## config.mk

```make
export PLATFORM = sky130hd
export DESIGN_NAME = arbitro_terminais
export DESIGN_NICKNAME = d
export VERILOG_FILES = /design/src/rtl/arbitro_terminais.sv
export SDC_FILE = /design/constraint.sdc
export NUM_CORES = 1
export LEC_CHECK = 0
export ABC_CLOCK_PERIOD_IN_PS = 3310
export BUFFER_PORTS_ARGS = -buffer_cell sky130_fd_sc_hd__buf_2
export CORE_MARGIN = 5
export CORE_UTILIZATION = 58
export DETAILED_ROUTE_END_ITERATION = 12
export GPL_ROUTABILITY_DRIVEN = 0
export HOLD_SLACK_MARGIN = 0.08
export PLACE_DENSITY_LB_ADDON = 0.1
export RECOVER_POWER = 25
export SYNTH_ARGS = -nofsm -noshare
export SYNTH_HDL_FRONTEND = slang
export SYNTH_SLANG_ARGS = --single-unit
```

## constraint.sdc

```tcl
create_clock -name CLK -period 3.31 [get_ports CLK]
set_input_delay 0.331 -clock CLK [delete_from_list [all_inputs] [get_ports CLK]]
set_output_delay 0.331 -clock CLK [all_outputs]
set_load 0.01 [all_outputs]
```

## src/rtl/arbitro_terminais.sv

```systemverilog
// arbitro_terminais: shares the matrix and LED terminals between two users.
// Each terminal has its own ownership FSM (LIVRE / USO0 / USO1) with priority by
// permission level, round-robin on ties, and minimum/maximum hold times.
// All outputs are registered.
// Build macro PREEMPCAO_EN: a waiting user with strictly higher permission takes
// the terminal once the owner has served its minimum hold.
module arbitro_terminais #(
  parameter int unsigned HOLD_MIN = 8,
  parameter int unsigned HOLD_MAX = 64,
  parameter int unsigned CNT_W    = 7
) (
  input  logic       CLK,
  input  logic       RST,
  input  logic       REQ0,
  input  logic       TERM0,
  input  logic [2:0] PERM0,
  input  logic [2:0] CF0,
  input  logic       REQ1,
  input  logic       TERM1,
  input  logic [2:0] PERM1,
  input  logic [2:0] CF1,
  output logic [1:0] GNT_MATRIZ,
  output logic [1:0] GNT_LEDS,
  output logic [2:0] FMATRIZ,
  output logic [2:0] FLEDS,
  output logic       CONFLITO
);

  typedef enum logic [1:0] {
    StLivre = 2'd0,
    StUso0  = 2'd1,
    StUso1  = 2'd2
  } estado_t;

  localparam logic [CNT_W-1:0] MinLast = CNT_W'(HOLD_MIN - 1);
  localparam logic [CNT_W-1:0] MaxLast = CNT_W'(HOLD_MAX - 1);

  // Terminal 0 = matrix, terminal 1 = LEDs; both use identical logic.
  for (genvar g = 0; g < 2; g++) begin : g_term
    localparam logic TermId = 1'(g);

    estado_t          st_q;
    logic [CNT_W-1:0] cnt_q;
    logic             rr_q;   // round-robin pointer: 0 = user 0 wins next tie
    logic [1:0]       gnt_q;
    logic [2:0]       f_q;
    logic             conf_q;

    logic       v0, v1;
    logic       own1, v_own, v_oth;
    logic [2:0] cf_own;
    logic       win1, pre_c, rel;

    // Request qualification, tie-break winner and release conditions.
    always_comb begin
      v0     = REQ0 && (TERM0 == TermId) && (PERM0 != 3'b000);
      v1     = REQ1 && (TERM1 == TermId) && (PERM1 != 3'b000);
      own1   = (st_q == StUso1);
      v_own  = own1 ? v1 : v0;
      v_oth  = own1 ? v0 : v1;
      cf_own = own1 ? CF1 : CF0;
      win1   = v1 && (!v0 || (PERM1 > PERM0) || ((PERM1 == PERM0) && rr_q));
`ifdef PREEMPCAO_EN
      pre_c  = v_oth && (own1 ? (PERM0 > PERM1) : (PERM1 > PERM0)) && (cnt_q >= MinLast);
`else
      pre_c  = 1'b0;
`endif
      rel    = (!v_own && (cnt_q >= MinLast)) || (v_oth && (cnt_q == MaxLast)) || pre_c;
    end

    // Ownership FSM with registered grant, function code and conflict pulse.
    always_ff @(posedge CLK) begin
      if (RST) begin
        st_q   <= StLivre;
        cnt_q  <= '0;
        rr_q   <= 1'b0;
        gnt_q  <= 2'b00;
        f_q    <= 3'b000;
        conf_q <= 1'b0;
      end else begin
        conf_q <= 1'b0;
        case (st_q)
          StLivre: begin
            cnt_q <= '0;
            if (v0 || v1) begin
              st_q   <= win1 ? StUso1 : StUso0;
              gnt_q  <= win1 ? 2'b10 : 2'b01;
              f_q    <= win1 ? CF1 : CF0;
              conf_q <= v0 && v1;
              // Only a true tie consumes the round-robin turn.
              if (v0 && v1 && (PERM0 == PERM1)) begin
                rr_q <= ~rr_q;
              end
            end else begin
              gnt_q <= 2'b00;
              f_q   <= 3'b000;
            end
          end
          StUso0, StUso1: begin
            if (rel && v_oth) begin
              // Direct handoff, no free cycle; the pointer is left alone.
              st_q   <= own1 ? StUso0 : StUso1;
              gnt_q  <= own1 ? 2'b01 : 2'b10;
              f_q    <= own1 ? CF0 : CF1;
              cnt_q  <= '0;
              conf_q <= v_own;
            end else if (rel) begin
              st_q  <= StLivre;
              gnt_q <= 2'b00;
              f_q   <= 3'b000;
              cnt_q <= '0;
            end else begin
              if (cnt_q != MaxLast) begin
                cnt_q <= cnt_q + 1'b1;
              end
              // Grant retained during minimum hold, but code blanked if request dropped.
              f_q <= v_own ? cf_own : 3'b000;
            end
          end
          default: begin
            st_q  <= StLivre;
            gnt_q <= 2'b00;
            f_q   <= 3'b000;
            cnt_q <= '0;
          end
        endcase
      end
    end
  end

  assign GNT_MATRIZ = g_term[0].gnt_q;
  assign GNT_LEDS   = g_term[1].gnt_q;
  assign FMATRIZ    = g_term[0].f_q;
  assign FLEDS      = g_term[1].f_q;
  assign CONFLITO   = g_term[0].conf_q | g_term[1].conf_q;

endmodule

```

# After elaboration in Yosys (flattened, before gate mapping)
# Index checks and enable logic that the tools add are counted.
classes:
  shifts: 0
  eq_ne: 14
  mux: 42
  n_mul: 0
  reduce_logical: 46
  div_mod_pow: 0
  n_addsub: 2
  n_bitwise: 7
  order_cmp: 3
op_table:
  columns: ["cell", "count"]
  rows:
  - ["3-bit two-way mux", 14]
  - ["2-bit two-way mux", 12]
  - ["1-bit logical AND", 22]
  - ["2-bit one-hot mux with 2 select lines", 4]
  - ["7-bit by 1-bit adder with 7-bit output (second input constant)", 2]
  - ["7-bit by 6-bit equality test with 1-bit output (second input constant)", 2]
  - ["7-bit by 3-bit greater-or-equal comparator with 1-bit output (second input constant)", 2]
  - ["7-bit by 6-bit inequality test with 1-bit output (second input constant)", 2]
  - ["3-bit one-hot mux with 2 select lines", 2]
  - ["1-bit logical OR", 8]
  - ["1-bit two-way mux", 8]
  - ["4-bit OR reduction", 2]
  - ["3-bit equality test", 2]
  - ["3-bit inequality test (second input constant)", 2]
  - ["1-bit inverter", 6]
  - ["3-bit AND reduction", 2]
  - ["3-bit nonzero test", 2]
  - ["2-bit by 1-bit equality test with 1-bit output (second input constant)", 2]
  - ["2-bit equality test (second input constant)", 2]
  - ["1-bit zero test", 4]
  - ["2-bit zero test", 2]
  - ["2-bit inequality test (second input constant)", 2]
  - ["1-bit one-hot mux with 2 select lines", 2]
  - ["2-bit AND reduction", 2]
  - ["3 further kinds", 4]
totals:
  latch_bits: 0
  input_bits: 18
  memories: 0
  mem_bits_rw: 0
  reg_bits: 32
  rom_bits: 0

# Logic depth before layout (Yosys ltp)
depth:
  ltp_word: 10
  mapped_depth: 9

# Worst setup path before layout
# OpenSTA, ideal clock, no wires.
synth_path:
  path_kind: "register -> register"
  startpoint: "register g_term[1].cnt_q[0]"
  endpoint: "register g_term[1].st_q[0]"
  stages_incl_launch_ff: 7
  setup_slack_ps: 1237
  required_ps: 3187
  arrival_time_ps: 1949
  path_cell_list: "dfxtp_1 > ha_1 > a2111oi_1 > a21oi_1 > o32ai_2 > a31oi_1 > mux2_1"
synth_via:
  elab_chain_cells: 6
synth_lines:
  columns: ["element", "line_no", "source"]
  rows:
  - ["start: declaration", "43", "logic [CNT_W-1:0] cnt_q;"]
  - ["start signal: assignment", "114", "cnt_q <= cnt_q + 1'b1;"]
  - ["7-bit by 3-bit greater-or-equal comparator with 1-bit output or 7-bit by 6-bit equality test with 1-bit output (tied branches)", "68", "rel = (!v_own && (cnt_q >= MinLast)) || (v_oth && (cnt_q == MaxLast)) || pre_c;"]
  - ["1-bit logical AND", "68", null]
  - ["1-bit logical OR *", "68", null]
  - ["1-bit logical AND", "100", "if (rel && v_oth) begin"]
  - ["2-bit two-way mux or 3-bit inequality test (tied branches)", null, null]
  - ["2-bit one-hot mux with 2 select lines or 2-bit AND reduction (tied branches)", null, null]
  - ["end signal: assignment", "74", "st_q <= StLivre;"]
  - ["end signal: assignment", "86", "st_q <= win1 ? StUso1 : StUso0;"]
  - ["end signal: assignment", "102", "st_q <= own1 ? StUso0 : StUso1;"]
  - ["end: declaration", "42", "estado_t st_q;"]
# Mark *: on every way between the ends. The rest lies on a longest branch, timed or not.
# A chain may end at the register's enable or synchronous reset.

# Worst setup path after layout
# Ends and elaborated chain as after synthesis.

==> key figures <==
Route
  – Remaining antenna violation count: 0
  – DRT Pass-1 Iters: 5
  – DRC: 0
  – Post-Route WL: approximately 4700 um
  – Initial drt markers: 355
  – Detail-routed net length per standard cell: around 15 um
  – Via Count: 1922
  – Vias/cell: around 6.0

Yosys
  – Most frequent cell after synthesis: dfxtp_1
  – Mux contribution to synthesized area: 0.0107
  – Register area share after synthesis: 0.322
  – Syn. warnings: 0
  – Ys flop type: dfxtp_1
  – Cell count after synthesis: 245
  – Synth Cell Area: 1990 sq um
  – Asr flop ratio synth: 0
  – Post-synth top area share: 0.322
  – Dominant cell type by area after synthesis: dfxtp_1
  – Post-Synth Adder-Cell Area: 0.0693
  – Post-synthesis xor/xnor area fraction: 0.0353
  – Commonest cells in the netlist: 32 x dfxtp_1, 30 x nor2_1, 22 x nand2_1
  – Syn nets: 274
  – Cell variety after synth: 58
  – Top cells by area, synth: dfxtp_1 32%, ha_1 6.9%, nor2_1 5.7%
  – Largest family of logic cells by synthesized area: compound AO/OA/AOI/OAI gates
  – EDFF count, synth: 0
  – Syn Area/Cell: ~8.1 sq um
  – Post-synthesis simple-gate area fraction: 0.247
  – Seq cells post-synth: 32
  – Post-synthesis compound-gate area fraction: 0.276

Placed design
  – Placed cells: around 310
  – DP HPWL: roughly 3600 um
  – PortBufs: 28
  – Place WS: 1.00 ns

Layout
  – Final Non-Filler Cells: 321
  – Nets: 303
  – Layout area overhead: 11.6%
  – Finished Core Util: 0.664
  – Number of diodes: 0
  – Layout cells sized above 1: 0.153

Critical path
  – Worst reg2reg path depth: 6
  – Crit path required time: 3.53 ns
  – Worst-path fanout max: 4
  – WS Path Type: reg2reg
  – Crit path capture type: flop
  – Reg-to-reg slack, setup: 0.94 ns
  – CP Launch Type: flop
  – Reg-to-Reg Start: g_term[1].cnt_q[0]$_SDFFE_PP0P_
  – WP data arrival: 2.59 ns
  – Worst R2R End: g_term[1].st_q[0]$_SDFFE_PP0P_

Job
  – Max-capacitance violation count: 0

Run status
  – Outcome: completed

Global routing
  – GRT Total Usage: 0.214
  – Met2 usage: 0.341
  – Global-route wire length before repair: 7530 um
  – Global route hottest layer: met2
  – Via count of the first global-routing pass: 1728
  – Initial antenna violation count: 0
  – Global routing met1 resource utilization: 0.268
  – GRT overflow: 0
  – Largest net degree at the start of global routing: 15
  – M3 GR Usage: 0.0746

STA
  – Final period util: 0.716
  – Max Clk Rate: 422 MHz
  – Worst setup margin: 0.940 ns
  – Final Hold Violating Endpoints: 0
  – RSZ-0062 raised after global routing: false
  – Fin crit period: approximately 2.4 ns
  – Slew Viols, Final: 0
  – Worst Tran Pin Value: 0.745 ns
  – Sum Neg Setup Slack: 0 ns
  – Final number of setup-violating endpoints: 0
  – Slew HR: 0.496
  – Worst Skew: 0.00899 ns

Die
  – # rows: 21
  – Total core area: 3340 sq um
  – Starting Density: 0.595
  – Ports: 29
  – Die height: a little under 70 um
  – Die width: just under 70 um
  – Full die area: 4700 sq um

Worst hold path
  – Hold EP: FLEDS[0]$_SDFF_PP0_
  – Worst Hold Path Cells: 2
  – Hold Startpoint: CF1[0]
  – Worst hold path class: in2reg

Clock network
  – CTS clock-pin slew for the worst setup and hold paths: 0.11 ns
  – Clk_lat worst skew: 0.33 ns
  – H-tree level count: 2
  – Clk root buf: clkbuf_4
  – CTS-repair resized insts: 0
  – Number of buffers created by CTS: 5
  – Post-CTS Setup Bufs: 0
  – CTS Buffer Depth: 2
  – CTS tree: done
  – Hold buffer count at cts: 0
  – Clock sink total: 32

Pwr
  – Pwr/cell area: 528 nW/um^2
  – Static Leakage: 0.832 nW
  – Design Power: 1.17 mW
  – Maximum vdd ir drop: about 350 uV
[cells in the final DEF, fill, tap and decap left out, types with 4 or more instances in the layout]
cell type	synthesis	routed
dfxtp_1	32	32
nor2_1	30	30
nand2_1	22	22
buf_2	2	19
a21oi_1	17	17
inv_1	12	12
ha_1	11	11
clkbuf_1	3	10
nand3_1	9	9
nor3_1	9	9
o21ai_0	8	8
xnor2_1	5	5
o31ai_1	5	5
clkbuf_4	0	5
or2_2	4	4
nand2b_1	4	4
nor4_1	4	4
o21ai_1	4	4
[cells by family after synthesis]
family / Yosys count
adders and majority gates: 11
DFF: 32
xor gates and xnor gates: 8
AOI/OAI and AO/OA: 74
and+or+nand+nor: 100
muxes: 2
buffers and inverters: 18
[worst max-delay path, cell delays in order (launching register included)]
cell	delay (ns)
dfxtp_1	0.36
ha_1	0.25
a2111oi_1	0.52
a21oi_1	0.22
o32ai_2	0.38
a31oi_1	0.16
mux2_1	0.37
[state kept, by name, summed over array words and instances (netlist names)]
name and flops:
g_term.cnt_q 14, g_term.st_q 4, FLEDS 3, FMATRIZ 3
GNT_LEDS 2, GNT_MATRIZ 2, g_term.conf_q 2, g_term.rr_q 2
[metal layers]
metal  routed length (um)  up-vias
li1                     -      967
met1                 2080      853
met2                 2120       96
met3                  453        6
met4                   65        0
met5                    0        -
[per-stage QoR]
step                hold slack (ns)  instance area, sq um
floorplan                     0.436                  1990
global placement              0.448                  2150
detailed placement            0.452                  2150
CTS                           0.226                  2230
global route                  0.207                  2220
finish                        0.237                  2220
[final cells by class]
cell class,instances,area [sq um]
inverter,12,45.0
clock inverter,2,35.0
tap,46,57.6
fill,311,1120
multi-input combinational,195,1270
timing repair buffer,28,129
clock buffer,6,41.3
sequential,32,641
[where the power goes]
part	switching, mW	internal, mW	leakage (nW)
logic	0.256	0.161	0.530
registers	0.0277	0.429	0.260
clock network	0.139	0.158	0.0422
total	0.422	0.748	0.832
[worst max-delay path by stage]
stage / start / endpoint / cells past startpoint
2_1_floorplan: g_term[1].cnt_q[0]$_SDFFE_PP0P_ / g_term[1].st_q[0]$_SDFFE_PP0P_ / 6
3_3_place_gp: g_term[1].cnt_q[0]$_SDFFE_PP0P_ / g_term[1].st_q[0]$_SDFFE_PP0P_ / 6
3_5_place_dp: PERM0[2] / g_term[0].st_q[0]$_SDFFE_PP0P_ / 9
4_1_cts: g_term[1].cnt_q[0]$_SDFFE_PP0P_ / g_term[1].st_q[0]$_SDFFE_PP0P_ / 6
5_1_grt: g_term[1].cnt_q[0]$_SDFFE_PP0P_ / g_term[1].cnt_q[3]$_SDFFE_PP0P_ / 6
6_report: g_term[1].cnt_q[0]$_SDFFE_PP0P_ / g_term[1].st_q[0]$_SDFFE_PP0P_ / 6
Note: power is estimated with default switching activity, not from simulation.
